**config.mk**
```make
export PLATFORM = sky130hd
export DESIGN_NAME = pixel_write_arbiter_flat
export DESIGN_NICKNAME = d
export VERILOG_FILES = /design/src/rtl/pixel_write_arbiter_pkg.sv /design/src/rtl/pixel_write_arbiter_if.sv /design/src/rtl/pixel_write_arbiter_fifo.sv /design/src/rtl/pixel_write_arbiter.sv /design/src/flat_wrapper.sv
export SDC_FILE = /design/constraint.sdc
export NUM_CORES = 1
export LEC_CHECK = 0
export CORE_MARGIN = 2
export CORE_UTILIZATION = 47
export CTS_CLUSTER_SIZE = 16
export DETAILED_ROUTE_END_ITERATION = 6
export GPL_ROUTABILITY_DRIVEN = 1
export GPL_TIMING_DRIVEN = 0
export PLACE_DENSITY = 0.7
export SYNTH_ARGS = -nofsm -noshare
export SYNTH_HDL_FRONTEND = slang
export SYNTH_HIERARCHICAL = 1
export SYNTH_SLANG_ARGS = --single-unit
```
**constraint.sdc**
```tcl
create_clock -name clk -period 7.32 [get_ports clk]
set_input_delay 1.464 -clock clk [delete_from_list [all_inputs] [get_ports clk]]
set_output_delay 1.464 -clock clk [all_outputs]
set_load 0.02 [all_outputs]
```
**src/rtl/pixel_write_arbiter_pkg.sv**
```systemverilog
// Shared widths, pixel record and port identifiers for the pixel write arbiter.
package pixel_write_arbiter_pkg;

  localparam int X_W = 8;
  localparam int Y_W = 7;
  localparam int C_W = 3;

  typedef struct packed {
    logic [X_W-1:0] x;
    logic [Y_W-1:0] y;
    logic [C_W-1:0] colour;
  } pixel_t;

  typedef enum logic {
    PORT_A = 1'b0,
    PORT_B = 1'b1
  } port_e;

endpackage

```
**src/rtl/pixel_write_arbiter_if.sv**
```systemverilog
// Bundles the card drawer (A), symbol drawer (B) and VGA adapter signals.
interface pixel_write_arbiter_if;
  import pixel_write_arbiter_pkg::*;

  logic           a_valid;
  logic           a_ready;
  logic [X_W-1:0] a_x;
  logic [Y_W-1:0] a_y;
  logic [C_W-1:0] a_colour;

  logic           b_valid;
  logic           b_ready;
  logic [X_W-1:0] b_x;
  logic [Y_W-1:0] b_y;
  logic [C_W-1:0] b_colour;

  logic [X_W-1:0] x;
  logic [Y_W-1:0] y;
  logic [C_W-1:0] colour;
  logic           plot;
  logic           idle;

  modport slave (
    input  a_valid, a_x, a_y, a_colour,
    input  b_valid, b_x, b_y, b_colour,
    output a_ready, b_ready,
    output x, y, colour, plot, idle
  );

  modport master (
    output a_valid, a_x, a_y, a_colour,
    output b_valid, b_x, b_y, b_colour,
    input  a_ready, b_ready,
    input  x, y, colour, plot, idle
  );

endinterface

```
**src/rtl/pixel_write_arbiter_fifo.sv**
```systemverilog
// Small pixel FIFO: storage, wrapping pointers and occupancy count.
module pixel_write_arbiter_fifo
  import pixel_write_arbiter_pkg::*;
#(
  parameter int DEPTH = 4
) (
  input  logic   clk,
  input  logic   reset_n,
  input  logic   i_push,
  input  pixel_t i_din,
  input  logic   i_pop,
  output pixel_t o_dout,
  output logic   o_full,
  output logic   o_empty
);

  localparam int AW = $clog2(DEPTH);
  localparam logic [AW:0] FULL_CNT = DEPTH[AW:0];

  pixel_t        r_mem [DEPTH];
  logic [AW-1:0] r_wr_ptr;
  logic [AW-1:0] r_rd_ptr;
  logic [AW:0]   r_count;
  logic          w_push;
  logic          w_pop;

  assign o_full  = (r_count == FULL_CNT);
  assign o_empty = (r_count == '0);
  assign w_push  = i_push && !o_full;
  assign w_pop   = i_pop && !o_empty;
  assign o_dout  = r_mem[r_rd_ptr];

  // Storage is left unreset so it can map onto plain distributed RAM.
  always_ff @(posedge clk) begin
    if (w_push) begin
      r_mem[r_wr_ptr] <= i_din;
    end
  end

  always_ff @(posedge clk) begin
    if (!reset_n) begin
      r_wr_ptr <= '0;
      r_rd_ptr <= '0;
      r_count  <= '0;
    end else begin
      if (w_push) begin
        r_wr_ptr <= r_wr_ptr + 1'b1;
      end
      if (w_pop) begin
        r_rd_ptr <= r_rd_ptr + 1'b1;
      end
      case ({w_push, w_pop})
        2'b10:   r_count <= r_count + 1'b1;
        2'b01:   r_count <= r_count - 1'b1;
        default: r_count <= r_count;
      endcase
    end
  end

endmodule

```
**src/rtl/pixel_write_arbiter.sv**
```systemverilog
// Round-robin merge of two drawer pixel streams into the VGA adapter write port.
module pixel_write_arbiter
  import pixel_write_arbiter_pkg::*;
#(
  parameter int DEPTH = 4
) (
  input  logic                clk,
  input  logic                reset_n,
  input  logic                i_pop_stall,
  pixel_write_arbiter_if.slave bus
);

  port_e          r_last_grant;
  port_e          w_grant;
  logic           w_full;
  logic           w_empty;
  logic           w_push;
  logic           w_pop;
  pixel_t         w_push_pixel;
  pixel_t         w_head;
  logic [X_W-1:0] r_x;
  logic [Y_W-1:0] r_y;
  logic [C_W-1:0] r_colour;
  logic           r_plot;

  // On contention the port that did not win last time is favoured.
  always_comb begin
    w_grant = PORT_A;
    if (bus.a_valid && bus.b_valid) begin
      w_grant = (r_last_grant == PORT_A) ? PORT_B : PORT_A;
    end else if (bus.b_valid) begin
      w_grant = PORT_B;
    end
  end

  always_comb begin
    w_push_pixel = '{x: bus.a_x, y: bus.a_y, colour: bus.a_colour};
    if (w_grant == PORT_B) begin
      w_push_pixel = '{x: bus.b_x, y: bus.b_y, colour: bus.b_colour};
    end
  end

  assign bus.a_ready = reset_n && !w_full && bus.a_valid && (w_grant == PORT_A);
  assign bus.b_ready = reset_n && !w_full && bus.b_valid && (w_grant == PORT_B);
  assign w_push      = (bus.a_valid && bus.a_ready) || (bus.b_valid && bus.b_ready);
  assign w_pop       = !w_empty && !i_pop_stall;

  pixel_write_arbiter_fifo #(
    .DEPTH (DEPTH)
  ) u_fifo (
    .clk     (clk),
    .reset_n (reset_n),
    .i_push  (w_push),
    .i_din   (w_push_pixel),
    .i_pop   (w_pop),
    .o_dout  (w_head),
    .o_full  (w_full),
    .o_empty (w_empty)
  );

  always_ff @(posedge clk) begin
    if (!reset_n) begin
      r_last_grant <= PORT_B;
      r_x          <= '0;
      r_y          <= '0;
      r_colour     <= '0;
      r_plot       <= 1'b0;
    end else begin
      if (w_push) begin
        r_last_grant <= w_grant;
      end
      if (w_pop) begin
        r_x      <= w_head.x;
        r_y      <= w_head.y;
        r_colour <= w_head.colour;
      end
      r_plot <= w_pop;
    end
  end

  assign bus.x      = r_x;
  assign bus.y      = r_y;
  assign bus.colour = r_colour;
  assign bus.plot   = r_plot;
  assign bus.idle   = w_empty && !r_plot;

endmodule

```
**src/flat_wrapper.sv**
```systemverilog
// flat-port wrapper written by rule: the top's interface ports become plain ports
module pixel_write_arbiter_flat import pixel_write_arbiter_pkg::*;
#(
  parameter int DEPTH = 4
)
  (clk, reset_n, i_pop_stall, bus_a_valid, bus_a_x, bus_a_y, bus_a_colour, bus_b_valid, bus_b_x, bus_b_y, bus_b_colour, bus_a_ready, bus_b_ready, bus_x, bus_y, bus_colour, bus_plot, bus_idle);
  pixel_write_arbiter_if bus_i ();
  input  logic clk;
  input  logic reset_n;
  input  logic i_pop_stall;
  input wire logic [$bits(bus_i.a_valid)-1:0] bus_a_valid;
  input wire logic [$bits(bus_i.a_x)-1:0] bus_a_x;
  input wire logic [$bits(bus_i.a_y)-1:0] bus_a_y;
  input wire logic [$bits(bus_i.a_colour)-1:0] bus_a_colour;
  input wire logic [$bits(bus_i.b_valid)-1:0] bus_b_valid;
  input wire logic [$bits(bus_i.b_x)-1:0] bus_b_x;
  input wire logic [$bits(bus_i.b_y)-1:0] bus_b_y;
  input wire logic [$bits(bus_i.b_colour)-1:0] bus_b_colour;
  output wire logic [$bits(bus_i.a_ready)-1:0] bus_a_ready;
  output wire logic [$bits(bus_i.b_ready)-1:0] bus_b_ready;
  output wire logic [$bits(bus_i.x)-1:0] bus_x;
  output wire logic [$bits(bus_i.y)-1:0] bus_y;
  output wire logic [$bits(bus_i.colour)-1:0] bus_colour;
  output wire logic [$bits(bus_i.plot)-1:0] bus_plot;
  output wire logic [$bits(bus_i.idle)-1:0] bus_idle;
  assign bus_i.a_valid = bus_a_valid;
  assign bus_i.a_x = bus_a_x;
  assign bus_i.a_y = bus_a_y;
  assign bus_i.a_colour = bus_a_colour;
  assign bus_i.b_valid = bus_b_valid;
  assign bus_i.b_x = bus_b_x;
  assign bus_i.b_y = bus_b_y;
  assign bus_i.b_colour = bus_b_colour;
  assign bus_a_ready = bus_i.a_ready;
  assign bus_b_ready = bus_i.b_ready;
  assign bus_x = bus_i.x;
  assign bus_y = bus_i.y;
  assign bus_colour = bus_i.colour;
  assign bus_plot = bus_i.plot;
  assign bus_idle = bus_i.idle;
  pixel_write_arbiter #(.DEPTH(DEPTH)) u_core (.clk(clk), .reset_n(reset_n), .i_pop_stall(i_pop_stall), .bus(bus_i));
endmodule
```
==> results.sh <==
export IMPL_final_hold_viol_count=0
export IMPL_path_delay_family="buffers and inverters"
export IMPL_start_util=0.486
export IMPL_maxClockFrequency_ghz=0.206
export IMPL_p_clk_frac=0.284
export IMPL_clock_sinks=101
export IMPL_gr_usage_all_layers=0.168
export IMPL_area_growth_pct=22.5
export IMPL_ioPinCount=63
export IMPL_synth_mux_area_fraction=0.156
export IMPL_cts_hold_repair_buffers=0
export IMPL_finalWorstPathRequiredPeriod_ns=4.85
export IMPL_worst_ep_arrival_time_ns=3.38
export IMPL_synth_adder_area_share=0.0195
export IMPL_maximum_number_of_pins_on_one_net_before_global_route_repair=19
export IMPL_total_switching_power_w=0.000320
export IMPL_dp_hpwl_um=5150
export IMPL_timing_max_slew_rel_slack=0.298
export IMPL_cells_along_the_critical_path="clkdlybuf4s50_1 -> a21boi_2 -> buf_6 -> buf_6 -> nor3b_1 -> clkdlybuf4s50_1"
export IMPL_tritoncts="built"
export IMPL_synthesis_area_per_instance_um2=16.0
export IMPL_cellLeakagePower_nw=1.72
export IMPL_final_max_slew_violation_count=0
export IMPL_drt_pass1_iterations=4
export IMPL_chip_height_um=98.9
export IMPL_cts_reportedPaths_clkPinSlew_ns=0.08
export IMPL_first_global_vias=2337
export IMPL_max_stage_delay_ns=0.64
export IMPL_first_pass_grt_wire_length_um=12200
export IMPL_grt_overflow_total=0
export IMPL_power_frac_comb=0.195
export IMPL_async_flop_share=0
export IMPL_switching_share=0.247
export IMPL_crit_path_cell_count=6
export IMPL_critical_path_class="input pin to output pin"
export IMPL_design_final_nets=384
export IMPL_post_synth_design_cell_area_um2=4240
export IMPL_yosys_cell_types_count=36
export IMPL_layout_common_cells="72 x sky130_fd_sc_hd__edfxtp_1, 61 x sky130_fd_sc_hd__clkdlybuf4s50_1, 29 x sky130_fd_sc_hd__dfxtp_1"
export IMPL_area_share_of_xor_xnor_cells_in_the_synthesized_design=0.00414
export IMPL_critical_path_n_buffers_inverters=4
export IMPL_drt_antenna_violating_nets=0
export IMPL_outcome="finished clean"
export IMPL_r2r_cells=10
export IMPL_cp_start_kind="input pin"
export IMPL_place_port_buffers=61
export IMPL_synth_edff_count=72
export IMPL_nFillCells=694
export IMPL_drt_vias_per_instance=5.33
export IMPL_drt_initial_drc_count=98
export IMPL_crit_path_end_kind="output pin"
export IMPL_gate_count_of_the_mapped_netlist=265
export IMPL_antenna_diode_count=0
export IMPL_setup_violations=0
export IMPL_cpMaxStageDelayCell="sky130_fd_sc_hd__clkdlybuf4s50_1"
export IMPL_fp_coreArea_um2=8720
export IMPL_detail_route_drc_violations=0
export IMPL_hold_depth=2
export IMPL_multi_input_logic_area_um2=1340
export IMPL_number_of_antenna_violations_at_the_first_check_in_global_routing=0
export IMPL_rsz0062_at_grt="false"
export IMPL_seq_power_share=0.521
export IMPL_path_max_fanout=10
export IMPL_fin_skew_ns=0.0123
export IMPL_setup_ws_ns=2.47
export IMPL_post_drt_wl_per_cell_um=17.3
export IMPL_clkLatencyLatePin_ns=0.35
export IMPL_die_width_um=98.9
export IMPL_post_synth_and_or_nand_nor_area_fraction=0.0789
export IMPL_synth_compound_area_frac=0.0567
export IMPL_finalWirelength_um=7770
export IMPL_synthesis_yosys_warnings=6
export IMPL_combinational_family_with_the_most_area_after_synthesis="multiplexers"
export IMPL_via_count=2399
export IMPL_hold_class="flip-flop to flip-flop"
export IMPL_clock_tree_root_cell="sky130_fd_sc_hd__clkbuf_8"
export IMPL_synth_top_flop_cell="sky130_fd_sc_hd__edfxtp_1"
export IMPL_clock_tree_htree_level_count=3
export IMPL_cts_inserted_buffers=9
export IMPL_layout_commonest_cell="sky130_fd_sc_hd__edfxtp_1"
export IMPL_dp_worst_setup_slack_ns=2.45
export IMPL_synth_seq_area_share=0.648
export IMPL_die_footprint_um2=9790
export IMPL_power_density_nw_per_um2=250
export IMPL_clockBufferDepth=2
export IMPL_ff_latch_area_um2=2740
export IMPL_cts_setup_buffers=0
export IMPL_drive_gt1_frac=0.202
export IMPL_p_int_w=0.000976
export IMPL_post_cts_sizing=0
export IMPL_row_count=34
export IMPL_postSynthNetCount=312
export IMPL_ys_ff_latch=101
export IMPL_measured_slew_at_the_worst_slew_check_pin_ns=1.05
export IMPL_totalNegativeSetupSlack_ns=0
export IMPL_worst_path_required_ns=5.86
export IMPL_layout_worst_path_cycle_share=0.662
export IMPL_gp_routability_congestion=0.743
export IMPL_drv_cap=0
export IMPL_worst_vdd_ir_v=0.000114
-- power groups by stage --
stage,Sequential [W],Combinational [W],Clock (W)
floorplan,0.000701,0.000144,0
global placement,0.000688,0.000250,0
detailed placement,0.000689,0.000255,0
CTS,0.000677,0.000255,0.000378
global route,0.000681,0.000275,0.000398
finish,0.000676,0.000252,0.000368
-- per-layer routing --
layer | part of all wire | GRT usage
met3 | 0.062 | 0.0426
met4 | 0.014 | 0.0527
met1 | 0.41 | 0.211
met5 | 0 | 0
met2 | 0.52 | 0.285
-- worst paths after layout --
| check | start | to | slack (ns) |
|---|---|---|---|
| worst min-delay path | u_core/bus.x[4] | u_core/bus.x[4] | 0.48 |
| worst max register to register | u_core/u_fifo/r_count[0] | u_core/u_fifo/r_count[2] | 4.78 |
| worst max-delay path | bus_b_valid | bus_b_ready | 2.47 |
| worst min register to register | u_core/bus.x[4] | u_core/bus.x[4] | 0.48 |
-- worst register-to-register path, stage by stage, from the launching register on --
cell	delay, ns
sky130_fd_sc_hd__dfxtp_1	0.44
sky130_fd_sc_hd__nor3_2	0.12
sky130_fd_sc_hd__clkbuf_1	0.21
sky130_fd_sc_hd__nor2_1	0.21
sky130_fd_sc_hd__nor2b_1	0.27
sky130_fd_sc_hd__ha_1	0.22
sky130_fd_sc_hd__inv_1	0.06
sky130_fd_sc_hd__fa_1	0.37
sky130_fd_sc_hd__xor2_1	0.16
sky130_fd_sc_hd__or3_1	0.30
sky130_fd_sc_hd__a21boi_1	0.13
-- cell families (layout without fill, tap and decap cells) --
logic type,after synthesis,count (layout)
fa+ha+maj,6,6
mux,38,38
buf+inv,26,103
compound gates,45,45
flops,101,101
xor+xnor,2,2
simple gates,47,47
-- cells in the mapped netlist (all sizes together), types with 3 or more instances --
library cell | instances | area, um^2
edfxtp | 72 | 2160
a21boi | 3 | 26.3
clkbuf | 8 | 30.0
inv | 8 | 30.0
nand2 | 7 | 26.3
ha | 5 | 62.6
a21oi | 18 | 90.1
buf | 10 | 96.3
o21ai | 23 | 115
dfxtp | 29 | 581
mux4 | 18 | 405
nor3 | 3 | 20.0
and2 | 6 | 37.5
or3b | 18 | 158
mux2 | 18 | 236
nor2b | 4 | 25.0
-- metrics by stage --
step	util	instances	hold slack [ns]	power (W)	cell area (um^2)
after floorplan	-	265	0.456	0.000845	4240
after global placement	0.571	434	0.463	0.000938	4980
after detailed placement	0.571	434	0.469	0.000944	4980
after CTS	0.595	450	0.481	0.00131	5190
after global routing	0.595	450	0.504	0.00135	5190
final	0.595	450	0.482	0.00130	5190
-- state kept, by name, indices dropped and copies added, names as in the netlist, named ones only --
signal and cells:
u_core/bus.colour 3, u_core/r_last_grant 1, u_core/u_fifo/r_mem 72, u_core/u_fifo/r_rd_ptr 2, u_core/bus.plot 1, u_core/bus.y 7
u_core/bus.x 8, u_core/u_fifo/r_wr_ptr 2, u_core/u_fifo/r_count 3
-- area by class of cell --
cell class                 instances  area share
sequential                       101       0.528
multi-input combinational        138       0.257
timing repair buffer              61       0.118
clock buffer                      12      0.0260
tap                              108      0.0260
buffer                            18      0.0243
clock inverter                     4      0.0142
inverter                           8     0.00579
(Power assumes the default switching activity.)
